## src/rtl/multicycle_controller.sv

```systemverilog
// Main control FSM for the multicycle RISC-V core: sequences fetch/decode/execute/
// memory/writeback over a shared ALU and memory port, with a mem_ready handshake.
module multicycle_controller #(
   parameter int CNT_W   = 32,
   parameter int STATE_W = 4
) (
   input  logic               clk,
   input  logic               rst_n,
   input  logic [6:0]         op,
   input  logic               zero,
   input  logic               mem_ready,
   output logic               PCWrite,
   output logic               AdrSrc,
   output logic               MemWrite,
   output logic               IRWrite,
   output logic [1:0]         ResultSrc,
   output logic [1:0]         ALUSrcA,
   output logic [1:0]         ALUSrcB,
   output logic [1:0]         ALUOp,
   output logic               RegWrite,
   output logic               illegal,
   output logic [CNT_W-1:0]   instret,
   output logic [STATE_W-1:0] state_o
);

   typedef enum logic [3:0] {
      FETCH    = 4'd0,
      DECODE   = 4'd1,
      MEMADR   = 4'd2,
      MEMREAD  = 4'd3,
      MEMWB    = 4'd4,
      MEMWRITE = 4'd5,
      EXECUTER = 4'd6,
      EXECUTEI = 4'd7,
      ALUWB    = 4'd8,
      BEQ      = 4'd9,
      JAL      = 4'd10
   } state_t;

   localparam logic [6:0] OP_LW   = 7'b0000011;
   localparam logic [6:0] OP_SW   = 7'b0100011;
   localparam logic [6:0] OP_R    = 7'b0110011;
   localparam logic [6:0] OP_I    = 7'b0010011;
   localparam logic [6:0] OP_BEQ  = 7'b1100011;
   localparam logic [6:0] OP_JAL  = 7'b1101111;

   state_t state, state_nxt;
   logic   pcupdate, branch;
   logic   irwrite_raw, memwrite_raw, regwrite_raw;
   logic   illegal_nxt, retire;

   always_ff @(posedge clk or negedge rst_n) begin
      if (!rst_n) begin
         state   <= FETCH;
         illegal <= 1'b0;
         instret <= '0;
      end else begin
         state   <= state_nxt;
         illegal <= illegal_nxt;
         if (retire) instret <= instret + 1'b1;
      end
   end

   always_comb begin
      state_nxt    = FETCH;
      illegal_nxt  = 1'b0;
      retire       = 1'b0;
      pcupdate     = 1'b0;
      branch       = 1'b0;
      irwrite_raw  = 1'b0;
      memwrite_raw = 1'b0;
      regwrite_raw = 1'b0;
      AdrSrc       = 1'b0;
      ResultSrc    = 2'b00;
      ALUSrcA      = 2'b00;
      ALUSrcB      = 2'b00;
      ALUOp        = 2'b00;
      case (state)
         FETCH: begin
            state_nxt   = mem_ready ? DECODE : FETCH;
            ALUSrcB     = 2'b10;
            ResultSrc   = 2'b10;
            irwrite_raw = mem_ready;
            pcupdate    = mem_ready;
         end
         DECODE: begin
            ALUSrcA = 2'b01;
            ALUSrcB = 2'b01;
            case (op)
               OP_LW, OP_SW: state_nxt = MEMADR;
               OP_R:         state_nxt = EXECUTER;
               OP_I:         state_nxt = EXECUTEI;
               OP_BEQ:       state_nxt = BEQ;
               OP_JAL:       state_nxt = JAL;
               default: begin
                  state_nxt   = FETCH;
                  illegal_nxt = 1'b1;
               end
            endcase
         end
         MEMADR: begin
            state_nxt = op[5] ? MEMWRITE : MEMREAD;
            ALUSrcA   = 2'b10;
            ALUSrcB   = 2'b01;
         end
         MEMREAD: begin
            state_nxt = mem_ready ? MEMWB : MEMREAD;
            AdrSrc    = 1'b1;
         end
         MEMWB: begin
            ResultSrc    = 2'b01;
            regwrite_raw = 1'b1;
            retire       = 1'b1;
         end
         MEMWRITE: begin
            // Write enable is held until memory accepts; the store retires on that edge.
            state_nxt    = mem_ready ? FETCH : MEMWRITE;
            AdrSrc       = 1'b1;
            memwrite_raw = 1'b1;
            retire       = mem_ready;
         end
         EXECUTER: begin
            state_nxt = ALUWB;
            ALUSrcA   = 2'b10;
            ALUOp     = 2'b10;
         end
         EXECUTEI: begin
            state_nxt = ALUWB;
            ALUSrcA   = 2'b10;
            ALUSrcB   = 2'b01;
            ALUOp     = 2'b10;
         end
         ALUWB: begin
            regwrite_raw = 1'b1;
            retire       = 1'b1;
         end
         BEQ: begin
            ALUSrcA = 2'b10;
            ALUOp   = 2'b01;
            branch  = 1'b1;
            retire  = 1'b1;
         end
         JAL: begin
            state_nxt = ALUWB;
            ALUSrcA   = 2'b01;
            ALUSrcB   = 2'b10;
            pcupdate  = 1'b1;
         end
         default: state_nxt = FETCH;
      endcase
   end

   // Enables are gated by rst_n so nothing writes while reset is held,
   // even though FETCH itself would follow mem_ready.
   assign PCWrite  = rst_n & (pcupdate | (branch & zero));
   assign IRWrite  = rst_n & irwrite_raw;
   assign MemWrite = rst_n & memwrite_raw;
   assign RegWrite = rst_n & regwrite_raw;
   assign state_o  = STATE_W'(state);

endmodule

```

## config.mk

```make
export PLATFORM = sky130hd
export DESIGN_NAME = multicycle_controller
export DESIGN_NICKNAME = d
export VERILOG_FILES = /design/src/rtl/multicycle_controller.sv
export SDC_FILE = /design/constraint.sdc
export NUM_CORES = 1
export LEC_CHECK = 0
export CAP_MARGIN = 20
export CORE_UTILIZATION = 42
export DETAILED_ROUTE_END_ITERATION = 8
export MAX_ROUTING_LAYER = met4
export PLACE_DENSITY = 0.8
export SYNTH_ARGS = -nofsm -noshare
export SYNTH_HDL_FRONTEND = slang
export SYNTH_SLANG_ARGS = --single-unit
export TNS_END_PERCENT = 20
```

## constraint.sdc

```tcl
create_clock -name clk -period 1.8 [get_ports clk]
set_clock_uncertainty 0.05 [all_clocks]
set_input_delay 0.54 -clock clk [delete_from_list [all_inputs] [get_ports clk]]
set_output_delay 0.54 -clock clk [all_outputs]
set_load 0.02 [all_outputs]
```

==> results.py, run 1 <==
metrics = {
    "setup_path": {
        "cp_slowest_cell": "dfrtp_2",
        "critical-path-max-stage-delay_ns": 0.48,
        "cp_top_family": "flip-flops",
        "worstSetupStartpoint": "state_o[0]",
        "cp_common_cell": "buf_4",
        "timing.rr.start": "state_o[0]",
        "worstPathRequired_ns": 1.21,
        "crit_buf_inv": 2,
        "cp.depth": 5,
        "reg2reg_depth": 7,
        "critPathArrivalTime_ns": 1.48,
        "r2r_setup_slack_ns": -0.12,
        "crit_type": "register to output port",
        "path_max_fanout": 6,
        "crit_chain": "buf_4, nor3_1, a21oi_2, nor2_2, buf_4",
        "cp-end-kind": "output port",
        "crit_path_start_kind": "register",
    },
    "sta": {
        "max-slew-margin-rel_pct": 78.1,
        "fin_ws_ns": -0.275,
        "rsz0062_at_grt": "yes",
        "timing.final.crit_share_pct": 115,
        "tightest_slew_ns": 0.325,
        "fmax_mhz": 482,
        "finalHoldViolations": 0,
        "period_needed_ns": 2.07,
        "setup_violations": 21,
        "final-max-slew-violation-count": 0,
    },
    "drt": {
        "wl_per_cell_um": 15.3,
        "num_vias": 2025,
        "firstDrtPassIters": 6,
        "ant_nets": 0,
        "via_per_inst": 5.39,
        "drc_errors": 8,
        "drt_iter0_markers": 89,
        "wirelength_um": 5760,
    },
    "global_routing": {
        "grt_pass1_vias": 1909,
        "use_met2_pct": 39.2,
        "grt_busiest_layer": "met2",
        "met3_usage_pct": 5.13,
        "antenna_found_initial": 0,
        "grt_use_met1_pct": 29.5,
        "grt_max_degree": 20,
        "grt-ovfl-total": 0,
        "grt_usage_pct": 24.0,
        "grt_pass1_wl_um": 8990,
    },
    "cells_and_area": {
        "n_antenna_cell": 0,
        "layout.nets": 335,
        "layout_commonest_cell": "buf_4",
        "area_delta_synth_final_pct": 65.6,
        "fin_area_sq_um": 3300,
        "drive_above_1_share_pct": 37.0,
        "final_cells": 376,
        "fillCellCount": 337,
        "final_util_pct": 74.2,
        "final_cell_mix": "55 x buf_4, 33 x dlygate4sd2_1, 31 x dfrtp_1",
    },
    "die": {
        "fp-row-count": 24,
        "dieHeight_um": 70.8,
        "io_pins": 61,
        "coreArea_sq_um": 4440,
        "die_w_um": 70.8,
        "die-area_sq_um": 5020,
        "initial_core_util_pct": 44.8,
    },
    "placed_design": {
        "gp_congestion": 0.851,
        "pre_cts_ws_ns": -0.838,
        "placed_cell_area_sq_um": 3100,
        "place_hpwl_um": 4080,
        "io_buffer_count": 60,
        "placed_cells": 362,
    },
    "yosys": {
        "synth_edf_count": 0,
        "synth_cell_types": 44,
        "synth_area_per_cell_sq_um": 9.57,
        "synth_cells": 208,
        "syn_nets": 220,
        "yosys_register_bits": 37,
        "synth_area_sq_um": 1990,
        "ys_warn_count": 0,
        "yosysSeqAreaShare_pct": 46.5,
        "synth_flop_cell": "dfrtp_1",
        "async_flop_share_pct": 100,
    },
    "pwr": {
        "switching_share_pct": 28.4,
        "p_leak_nw": 1.63,
        "combinationalPowerShare_pct": 23.9,
        "clock_power_share_pct": 31.7,
        "p_int_w": 0.00145,
        "p_switching_w": 0.000572,
        "pwr-share-seq_pct": 44.3,
        "power_density_nw_per_um2": 612,
        "vdd_drop_max_mv": 0.587,
    },
    "clocking": {
        "cts_tree": "yes",
        "root_buffer": "clkbuf_8",
        "htreeDepth": 2,
        "numCtsBuffers": 5,
        "cts.sinks": 37,
        "clkTransAtPathRegs_ns": 0.08,
        "clk_latency_ns": 0.29,
        "cts_hold_buf": 0,
        "cts_max_path_buffers": 2,
    },
    "hold_path": {
        "hp-class": "primary input to async pin",
    },
    "status": {
        "outcome": "finished, violations left",
        "violations": "design-rule violations, negative setup slack",
    },
    "run": {
        "maxCapViolations": 0,
    },
}
[Yosys cell counts (3+ instances only)]
cell       n  area, sq um
a21oi_1    5         25.0
and3_1     3         18.8
clkbuf_1   4         15.0
dfrtp_1   37          926
inv_1      6         22.5
nand2_1   23         86.3
nand2b_1   5         31.3
nand3_1   11         55.1
nand4_1    7         43.8
nor2_1    18         67.6
nor2b_1    3         18.8
nor3_1    13         65.1
nor4_1     5         31.3
o21ai_0    3         15.0
o22ai_1    4         25.0
xnor2_1   18          158
xor2_1    14          123
[flip-flops by register name, indices dropped and copies added (netlist names)]
register and flops:
instret 32, state_o 4, illegal 1
[power by group through the flow]
| stage | Sequential (W) | Clock [W] | Combinational [W] |
|---|---|---|---|
| 6_report | 0.000895 | 0.000640 | 0.000483 |
| 3_5_place_dp | 0.000912 | 0 | 0.000472 |
| 3_3_place_gp | 0.000910 | 0 | 0.000463 |
| 5_1_grt | 0.000899 | 0.000687 | 0.000522 |
| 4_1_cts | 0.000894 | 0.000651 | 0.000469 |
| 2_1_floorplan | 0.000958 | 0 | 0.000176 |
[stage by stage]
step / hold slack [ns] / power (W) / setup TNS [ns]
4_1_cts: 0.126 / 0.00201 / -3.21
3_3_place_gp: 0.407 / 0.00137 / -18.61
6_report: 0.127 / 0.00202 / -3.39
3_5_place_dp: 0.414 / 0.00138 / -19.77
2_1_floorplan: 0.194 / 0.00113 / -1.36
5_1_grt: 0.121 / 0.00211 / -4.54
[layer usage]
metal,wire [um],up-vias
met5,0,-
met4,104,0
met3,277,9
met2,2950,79
met1,2420,978
li1,-,959
[what timing repair did]
item	CTS	global route
setup buffers	5	1
endpoints found under the setup margin	79	44
gates cloned	0	0
pin swaps	5	4
resized for setup	124	19
[logic make-up after synthesis]
| logic type | synth area share (%) |
|---|---|
| DFF | 46.5 |
| adders and majority gates | 0.628 |
| muxes | 1.01 |
| and+or+nand+nor | 27.0 |
| buffers and inverters | 2.95 |
| xor gates and xnor gates | 14.1 |
| AOI/OAI and AO/OA | 7.79 |
[final cells by class]
| type | count | area [sq um] | share of cell area (%) |
|---|---|---|---|
| tap | 52 | 65.1 | 1.97 |
| inverter | 7 | 26.3 | 0.797 |
| sequential | 37 | 933 | 28.3 |
| clock buffer | 7 | 96.3 | 2.92 |
| multi-input combinational | 158 | 1190 | 36.2 |
| clock inverter | 1 | 5.00 | 0.152 |
| timing repair buffer | 114 | 976 | 29.6 |
[path summary, 6_finish.rpt]
check,endpoint
max,ALUSrcB[0]
min,illegal
max reg2reg,instret[30]
min reg2reg,instret[31]
max in group asynchronous,instret[1]
min in group clk,instret[31]
No activity file was read; power rests on OpenSTA's default activity.
==> run 2: changes to the inputs <==
Settings changed: HOLD_SLACK_MARGIN set to 0.05.
==> results of run 2 <==
The final DEF is identical to that of run 1; final timing and power are the same.
==> run 3: changes to the inputs <==
Settings changed: CORE_ASPECT_RATIO set to 2.
==> results.py, run 3 (synthesis results as in run 1) <==
metrics = {
    "clocking": {
        "cts.sinks": 37,
        "cts_hold_buf": 0,
        "clk_latency_ns": 0.30,
        "cts_max_path_buffers": 2,
        "clkTransAtPathRegs_ns": 0.08,
        "root_buffer": "clkbuf_8",
        "htreeDepth": 2,
        "cts_tree": "yes",
        "numCtsBuffers": 5,
    },
    "setup_path": {
        "critPathArrivalTime_ns": 1.51,
        "reg2reg_depth": 7,
        "crit_path_start_kind": "register",
        "r2r_setup_slack_ns": -0.15,
        "cp-end-kind": "output port",
        "crit_type": "register to output port",
        "path_max_fanout": 5,
        "timing.rr.start": "instret[1]",
        "worstPathRequired_ns": 1.21,
        "regToRegEndpoint": "instret[24]",
    },
    "drt": {
        "drt_iter0_markers": 42,
        "wl_per_cell_um": 17.5,
        "via_per_inst": 5.54,
        "num_vias": 2143,
        "drc_errors": 0,
        "wirelength_um": 6780,
        "ant_nets": 0,
        "firstDrtPassIters": 4,
    },
    "placed_design": {
        "io_buffer_count": 60,
        "gp_congestion": 0.821,
        "place_hpwl_um": 4520,
        "placed_cell_area_sq_um": 3120,
        "placed_cells": 369,
        "pre_cts_ws_ns": -0.786,
    },
    "cells_and_area": {
        "n_antenna_cell": 0,
        "final_cells": 387,
        "area_delta_synth_final_pct": 72.8,
        "layout.nets": 343,
        "layout_commonest_cell": "buf_4",
        "final_cell_mix": "55 x buf_4, 34 x dlygate4sd2_1, 30 x dfrtp_1",
        "fillCellCount": 336,
        "largest_register_ffs": 32,
        "drive_above_1_share_pct": 42.2,
        "fin_area_sq_um": 3440,
        "top_register": "instret",
        "final_util_pct": 74.8,
    },
    "die": {
        "io_pins": 61,
        "fp-row-count": 35,
        "initial_core_util_pct": 43.3,
        "die_w_um": 50.7,
        "die-area_sq_um": 5040,
        "coreArea_sq_um": 4600,
        "dieHeight_um": 99.4,
    },
    "pwr": {
        "pwr-share-seq_pct": 45.1,
        "combinationalPowerShare_pct": 26.3,
        "switching_share_pct": 30.6,
        "p_int_w": 0.00139,
        "p_switching_w": 0.000613,
        "power_density_nw_per_um2": 582,
        "clock_power_share_pct": 28.6,
        "p_leak_nw": 1.70,
        "vdd_drop_max_mv": 0.719,
    },
    "global_routing": {
        "grt_usage_pct": 28.2,
        "antenna_found_initial": 0,
        "grt_pass1_wl_um": 10200,
        "grt_max_degree": 38,
        "grt-ovfl-total": 0,
        "grt_pass1_vias": 2190,
    },
    "hold_path": {
        "hp-class": "primary input to async pin",
    },
    "status": {
        "outcome": "finished, violations left",
        "violations": "negative setup slack",
    },
    "sta": {
        "tightest_slew_ns": 0.492,
        "fmax_mhz": 477,
        "rsz0062_at_grt": "yes",
        "max-slew-margin-rel_pct": 67.2,
        "fin_ws_ns": -0.297,
        "final-max-slew-violation-count": 0,
        "finalHoldViolations": 0,
        "period_needed_ns": 2.10,
        "timing.final.crit_share_pct": 116,
        "setup_violations": 24,
    },
    "run": {
        "maxCapViolations": 0,
    },
}
==> run 3: cell type report <==
| type | count | area (sq um) | area share, % |
|---|---|---|---|
| Timing Repair Buffer | 122 | 1060 | 30.9 |
| Multi-Input combinational cell | 158 | 1260 | 36.7 |
| Sequential cell | 37 | 935 | 27.2 |
| Tap cell | 55 | 68.8 | 2.00 |
| Clock buffer | 6 | 72.6 | 2.11 |
| Clock inverter | 2 | 10.0 | 0.291 |
| Inverter | 7 | 30.0 | 0.873 |
==> run 3: power by group through the flow <==
stage          logic, W  registers [W]  clock network, W
6_report       0.000526       0.000904          0.000572
5_1_grt        0.000558       0.000908          0.000614
4_1_cts        0.000478       0.000896          0.000576
3_5_place_dp   0.000478       0.000914                 0
3_3_place_gp   0.000466       0.000912                 0
2_1_floorplan  0.000176       0.000958                 0
==> run 3: how the worst max path moves through the flow <==
stage / from / to / slack [ns] / depth (start not counted)
2_1_floorplan: instret[0] / instret[28] / -0.14 / 6
3_3_place_gp: mem_ready / PCWrite / -0.78 / 6
3_5_place_dp: mem_ready / PCWrite / -0.79 / 6
4_1_cts: state_o[0] / PCWrite / -0.28 / 5
5_1_grt: state_o[3] / RegWrite / -0.34 / 3
6_report: state_o[3] / RegWrite / -0.30 / 3
==> run 3: critical path: stages, from the launching register on <==
cell	delay, ns
dfrtp_2	0.47
nand2b_4	0.18
a2111oi_4	0.35
buf_4	0.20
==> run 3: timing repair <==
action	in CTS	in global routing
setup endpoints to repair	82	39
gates cloned	0	0
gates resized for setup	136	36
pin swaps	7	14
setup buffers	6	4
==> run 3: metrics by stage <==
| stage | total power, W | TNS (ns) | hold slack, ns |
|---|---|---|---|
| after detailed placement | 0.00139 | -22.80 | 0.426 |
| after global routing | 0.00208 | -5.70 | 0.404 |
| final | 0.00200 | -3.78 | 0.355 |
| after global placement | 0.00138 | -20.39 | 0.410 |
| after CTS | 0.00195 | -3.29 | 0.375 |
| after floorplan | 0.00113 | -1.36 | 0.194 |
==> run 3: metal layers <==
layer / vias to the layer above / global-route usage [%] / share of wire [%]
met1: 1044 / 26.1 / 33
li1: 981 / - / -
met5: - / - / 0
met3: 31 / 3.21 / 2.6
met4: 0 / 16.0 / 5.1
met2: 87 / 52.8 / 59
